File: src/rtl/fft_replica_buf.sv
`timescale 1ns/1ps
// fft_replica_buf: captures one FFT output frame into a local RAM and replays it
// REPL times, one sample per cycle, to the frequency-domain conv engine.
module fft_replica_buf #(
  parameter  int DW    = 32,
  parameter  int DEPTH = 64,
  parameter  int REPL  = 8,
  localparam int AW    = $clog2(DEPTH),
  localparam int RW    = (REPL > 1) ? $clog2(REPL) : 1
) (
  input  logic          clk,
  input  logic          rst,
  input  logic          fftvalid,
  input  logic [DW-1:0] fftdata,
  input  logic          fftlast,
  output logic          fftready,
  output logic          replicaready,
  input  logic          convstart,
  output logic          outvalid,
  output logic [DW-1:0] outdata,
  output logic          outlast,
  input  logic          outready,
  output logic [RW-1:0] repl_idx,
  output logic          done,
  output logic          err
);

  // Frame length needs one more bit than an address to hold DEPTH itself.
  localparam int LW = $clog2(DEPTH + 1);

  typedef enum logic [2:0] {
    S_IDLE,
    S_FILL,
    S_READY,
    S_REPLAY,
    S_DONE
  } state_t;

  state_t        state;
  state_t        next_state;

  logic [DW-1:0] mem [DEPTH];

  logic [AW-1:0] wr_cnt;
  logic [LW-1:0] len;
  logic [AW-1:0] rd_addr;
  logic [AW-1:0] rd_nxt;
  logic [AW-1:0] rd_sel;
  logic [RW-1:0] repl_nxt;

  logic          accept;
  logic          wr_full;
  logic          frame_end;
  logic          frame_err;
  logic          xfer;
  logic          wrap;
  logic          last_nxt;
  logic          rd_en;
  logic          fftready_d;

  // ---------------------------------------------------------------------------
  // Ingest side: IDLE behaves as FILL with wr_cnt still at 0.
  // ---------------------------------------------------------------------------
  assign accept    = fftvalid && fftready;
  assign wr_full   = (wr_cnt == AW'(DEPTH - 1));
  assign frame_end = fftlast || wr_full;
  // A frame is good only when fftlast arrives exactly on the final RAM slot.
  assign frame_err = !(fftlast && wr_full);

  // ---------------------------------------------------------------------------
  // Replay side: rd_addr/repl_idx describe the sample currently on outdata.
  // ---------------------------------------------------------------------------
  assign xfer     = outvalid && outready;
  assign wrap     = (LW'(rd_addr) == (len - LW'(1)));
  assign rd_nxt   = wrap ? '0 : rd_addr + AW'(1);
  assign repl_nxt = wrap ? repl_idx + RW'(1) : repl_idx;
  assign last_nxt = (LW'(rd_nxt) == (len - LW'(1))) && (repl_nxt == RW'(REPL - 1));

  assign rd_en  = ((state == S_READY) && convstart) ||
                  ((state == S_REPLAY) && xfer && !outlast);
  assign rd_sel = (state == S_READY) ? '0 : rd_nxt;

  // ---------------------------------------------------------------------------
  // FSM: state register / next-state / outputs
  // ---------------------------------------------------------------------------
  // NOTE: sequential state is always assigned with <= so every flop samples the
  // pre-edge value of its peers, independent of process ordering.
  always_ff @(posedge clk or posedge rst) begin
    if (rst) state <= S_IDLE;
    else     state <= next_state;
  end

  // NOTE: every always_comb output gets a default first, so no path can leave
  // it unassigned and infer a latch.
  always_comb begin
    next_state = state;
    case (state)
      S_IDLE, S_FILL: if (accept)            next_state = frame_end ? S_READY : S_FILL;
      S_READY:        if (convstart)         next_state = S_REPLAY;
      S_REPLAY:       if (xfer && outlast)   next_state = S_DONE;
      S_DONE:                                next_state = S_IDLE;
      default:                               next_state = S_IDLE;
    endcase
  end

  always_comb begin
    replicaready = 1'b0;
    done         = 1'b0;
    fftready_d   = 1'b0;
    case (state)
      S_READY, S_REPLAY: replicaready = 1'b1;
      S_DONE:            done         = 1'b1;
      default: ;
    endcase
    // fftready is registered so it reads 0 straight out of reset.
    fftready_d = (next_state == S_IDLE) || (next_state == S_FILL);
  end

  // ---------------------------------------------------------------------------
  // Counters, flags and replay handshake
  // ---------------------------------------------------------------------------
  always_ff @(posedge clk or posedge rst) begin
    if (rst) begin
      fftready <= 1'b0;
      wr_cnt   <= '0;
      len      <= '0;
      rd_addr  <= '0;
      repl_idx <= '0;
      outvalid <= 1'b0;
      outlast  <= 1'b0;
      err      <= 1'b0;
    end else begin
      fftready <= fftready_d;
      case (state)
        S_IDLE, S_FILL: begin
          if (accept) begin
            if (frame_end) begin
              len    <= LW'(wr_cnt) + LW'(1);
              wr_cnt <= '0;
              if (frame_err) err <= 1'b1;
            end else begin
              wr_cnt <= wr_cnt + AW'(1);
            end
          end
        end
        S_READY: begin
          if (convstart) begin
            rd_addr  <= '0;
            repl_idx <= '0;
            outvalid <= 1'b1;
            outlast  <= (len == LW'(1)) && (REPL == 1);
          end
        end
        S_REPLAY: begin
          // Outputs only move on a transfer, so a stall holds them stable.
          if (xfer) begin
            if (outlast) begin
              outvalid <= 1'b0;
              outlast  <= 1'b0;
            end else begin
              rd_addr  <= rd_nxt;
              repl_idx <= repl_nxt;
              outlast  <= last_nxt;
            end
          end
        end
        S_DONE: begin
          wr_cnt   <= '0;
          len      <= '0;
          rd_addr  <= '0;
          repl_idx <= '0;
        end
        default: ;
      endcase
    end
  end

  // ---------------------------------------------------------------------------
  // Frame RAM: synchronous write, registered read into outdata
  // ---------------------------------------------------------------------------
  // NOTE: the RAM array has no reset; stale contents are never observable
  // because replay only reads addresses below a freshly captured len.
  always_ff @(posedge clk) begin
    if (accept) mem[wr_cnt] <= fftdata;
  end

  always_ff @(posedge clk or posedge rst) begin
    if (rst)        outdata <= '0;
    else if (rd_en) outdata <= mem[rd_sel];
  end

endmodule

File: config.mk
export PLATFORM = sky130hd
export DESIGN_NAME = fft_replica_buf
export DESIGN_NICKNAME = d
export VERILOG_FILES = /design/src/rtl/fft_replica_buf.sv
export SDC_FILE = /design/constraint.sdc
export NUM_CORES = 2
export LEC_CHECK = 0
export CAP_MARGIN = 25
export CORE_AREA = 5 5 365 546
export CTS_CLUSTER_SIZE = 12
export DETAILED_ROUTE_END_ITERATION = 8
export DIE_AREA = 0 0 370 551
export SLEW_MARGIN = 20
export SYNTH_ARGS = -nofsm -noshare
export SYNTH_HDL_FRONTEND = slang
export SYNTH_SLANG_ARGS = --single-unit
File: constraint.sdc
create_clock -name clk -period 4.36 [get_ports clk]
set_input_delay 1.09 -clock clk [delete_from_list [all_inputs] [get_ports clk]]
set_output_delay 1.09 -clock clk [all_outputs]
set_load 0.005 [all_outputs]
==> qor.yml <==
place:
  place.port_buffers: 78
  post-place-ws_ps: -82.4
  gp_congestion: 0.896
  hpwlAfterDp_um: 168000
  dp.cells: 7953
final_layout:
  final_cell_mix: "2048 x edfxtp_1, 576 x nand2_1, 271 x buf_4"
  layout.cells.non_filler: 8292
  final_nets: 5616
  fillCellCount: 16200
  utilization_pct: 49.2
  area_delta_synth_final_pct: 15.2
  drive_gt1_share_pct: 15.1
  final_common_cell: "edfxtp_1"
floorplanning:
  die_h_um: 551
  row_count: 198
  ios: 79
  die_w_um: 370
  coreArea_um2: 194000
  start_util_pct: 42.7
  die_area_um2: 204000
worst_setup_path:
  crit_path_max_fanout: 18
  start_kind: "register"
  r2r_slack_ps: 70
  worstReg2RegStart: "len[0]"
  r2r_cells: 13
  worstReg2RegEnd: "outdata[7]"
  worstSetupEndpointType: "register"
  cp_data_required_time_ps: 5040
  worstSetupPathType: "register to register"
  arrival_ps: 4970
route:
  vias: 52500
  antenna_left: 0
  drcViolationCount: 0
  drtIter0Drc: 6389
  wire_per_inst_um: 32.5
  totalWireLength_um: 269000
  detail_route.first_pass.iterations: 8
  via_per_inst: 6.33
synthesis:
  syn_area_um2: 82700
  ys_warn_count: 0
  synthFlopType: "edfxtp_1"
  synth_cell_types: 87
  synth_top_area_share_pct: 74.3
  async_reset_ff_share_pct: 2.89
  ys_ff_latch: 2109
  synth_area_per_cell_um2: 15.5
  synth_top_cell_by_area: "edfxtp_1"
  ys_seq_area_share_pct: 76.2
  syn_inst: 5325
  syn_nets: 5367
  synth_enable_flop_cells: 2048
  synthTopCellsByArea: "edfxtp_1 74%, mux2i_1 2.8%, nand2_1 2.6%, dfrtp_1 1.8%, nor2_1 1.3%"
grt:
  grt_use_total_pct: 25.6
  grt-ovfl-total: 0
  antenna_found_initial: 22
  grt_max_degree: 100
  grt_first_pass_wirelength_um: 379000
  grt_pass1_vias: 51200
sta:
  timing.final.ws_setup_ps: 72.1
  setup_viol: 0
  fmax_ghz: 0.233
  clock-skew-final_ps: 61.1
  fin_hold_ws_ps: 512
  period_minus_slack_ps: 4290
  final_max_slew_viol_count: 0
  fin_crit_sh_pct: 98.3
  final_hold_viol_count: 0
  slew_headroom_pct: 24.0
  tightest_slew_ps: 1140
pwr:
  leakagePower_uw: 0.0303
  power.density_nw_per_um2: 680
  power.ir.vdd_worst_mv: 0.636
clocking:
  cts_tree: "yes"
  numCtsBuffers: 204
  cts_sinks: 2109
  hold_buffers: 0
  clkLatencyLatePin_ps: 830
  h-tree-depth: 4
  root_buffer: "clkbuf_16"
  path_clk_slew_ps: 60
  clock_path_buffers: 4
worst_hold_path:
  worstHoldEndpoint: "err"
  hold_depth: 1
  hold_class: "register to register"
  worstHoldStart: "err"
run_status:
  status: "finished clean"
flow_run:
  maxCapViolCount: 0
## worst max-delay path, stage by stage, from the launching register on
cell and delay (ps):
dfrtp_1 430, inv_1 120, ha_1 170, or3b_1 440, o31a_1 340, or4_4 590
buf_4 240, nor2_4 160, buf_12 220, buf_4 230, o311ai_0 170, o2bb2ai_1 220
a32oi_1 640, o32ai_1 160
## through the flow
stage / cell area, um^2 / power [uW] / setup TNS (ps)
after floorplan: 82700 / 36400 / 0
after global placement: 89200 / 48200 / -120
after detailed placement: 89300 / 48300 / -112
after CTS: 94900 / 64000 / 0
after global routing: 95300 / 66700 / -107
final: 95300 / 64800 / 0
## kinds of logic (layout without fill, tap and decap cells)
| group | Yosys count | count (layout) | synth area share, % |
|---|---|---|---|
| DFF | 2109 | 2109 | 76.2 |
| AOI/OAI and AO/OA | 1307 | 1307 | 11.7 |
| and+or+nand+nor | 1180 | 1180 | 6.10 |
| buffers and inverters | 415 | 773 | 2.08 |
| muxes | 283 | 283 | 3.56 |
| xor gates and xnor gates | 27 | 27 | 0.302 |
| adders and majority gates | 4 | 4 | 0.0605 |
| other | 0 | 9 | 0 |
## final cells by class
cell class	instances	area [um^2]	area share [%]
Clock inverter	11	114	0.119
Sequential cell	2109	63000	66.1
Tap cell	2600	3250	3.41
Antenna cell	9	22.5	0.0236
Timing Repair Buffer	426	4320	4.53
Inverter	32	124	0.130
Multi-Input combinational cell	2801	18900	19.8
Clock buffer	304	5530	5.81
## sequential cells by signal, indices dropped and copies added, names as in the netlist
register,count
outvalid,1
state,3
mem,2048
repl_idx,3
fftready,1
wr_cnt,6
rd_addr,6
outlast,1
len,7
outdata,32
err,1
## metal layers
layer  GRT usage, %  wire length (um)  vias to the layer above
met5              0                85                        -
met4           9.62             11500                       12
met3           4.10             22200                      670
met2           45.0            137000                     2855
met1           32.0             98400                    27200
li1               -                 -                    21800
## repair_timing
item | CTS | global route
setup buffers | 0 | 9
endpoints found under the hold margin | 0 | 0
pin swaps | 0 | 7
resized for setup | 3 | 19
cloned | 0 | 3
setup endpoints to repair | 3 | 24
## worst max-delay path by stage
| stage | startpoint | endpoint | slack (ps) |
|---|---|---|---|
| floorplan | len[0] | outdata[5] | 800 |
| global placement | len[0] | outdata[31] | -90 |
| detailed placement | len[0] | outdata[31] | -80 |
| CTS | len[0] | outdata[6] | 4 |
| global route | len[0] | outdata[4] | -110 |
| finish | len[0] | outdata[7] | 70 |
## Yosys cell counts (23+ instances only)
cell          n
edfxtp_1   2048
nand2_1     582
nor2_1      289
clkbuf_1    271
mux2i_1     235
o21ai_0     189
a21oi_1     137
o22ai_1     107
o221ai_1    104
nand3_1      87
a22oi_1      80
a31oi_1      79
nor3_1       78
a221oi_1     77
o211ai_1     75
a32oi_1      70
o2111ai_1    68
buf_2        65
a211oi_1     63
dfrtp_1      61
nand4_1      54
a31o_2       49
mux2_2       43
inv_1        31
buf_1        30
a221o_1      29
o31ai_1      25
and3_1       23
## report_power, final
part | internal [uW] | switching, uW
Combinational | 8540 | 17400
Sequential | 22500 | 436
Clock | 8710 | 7200
Total | 39700 | 25000
Power figures use the tool's default switching activity.
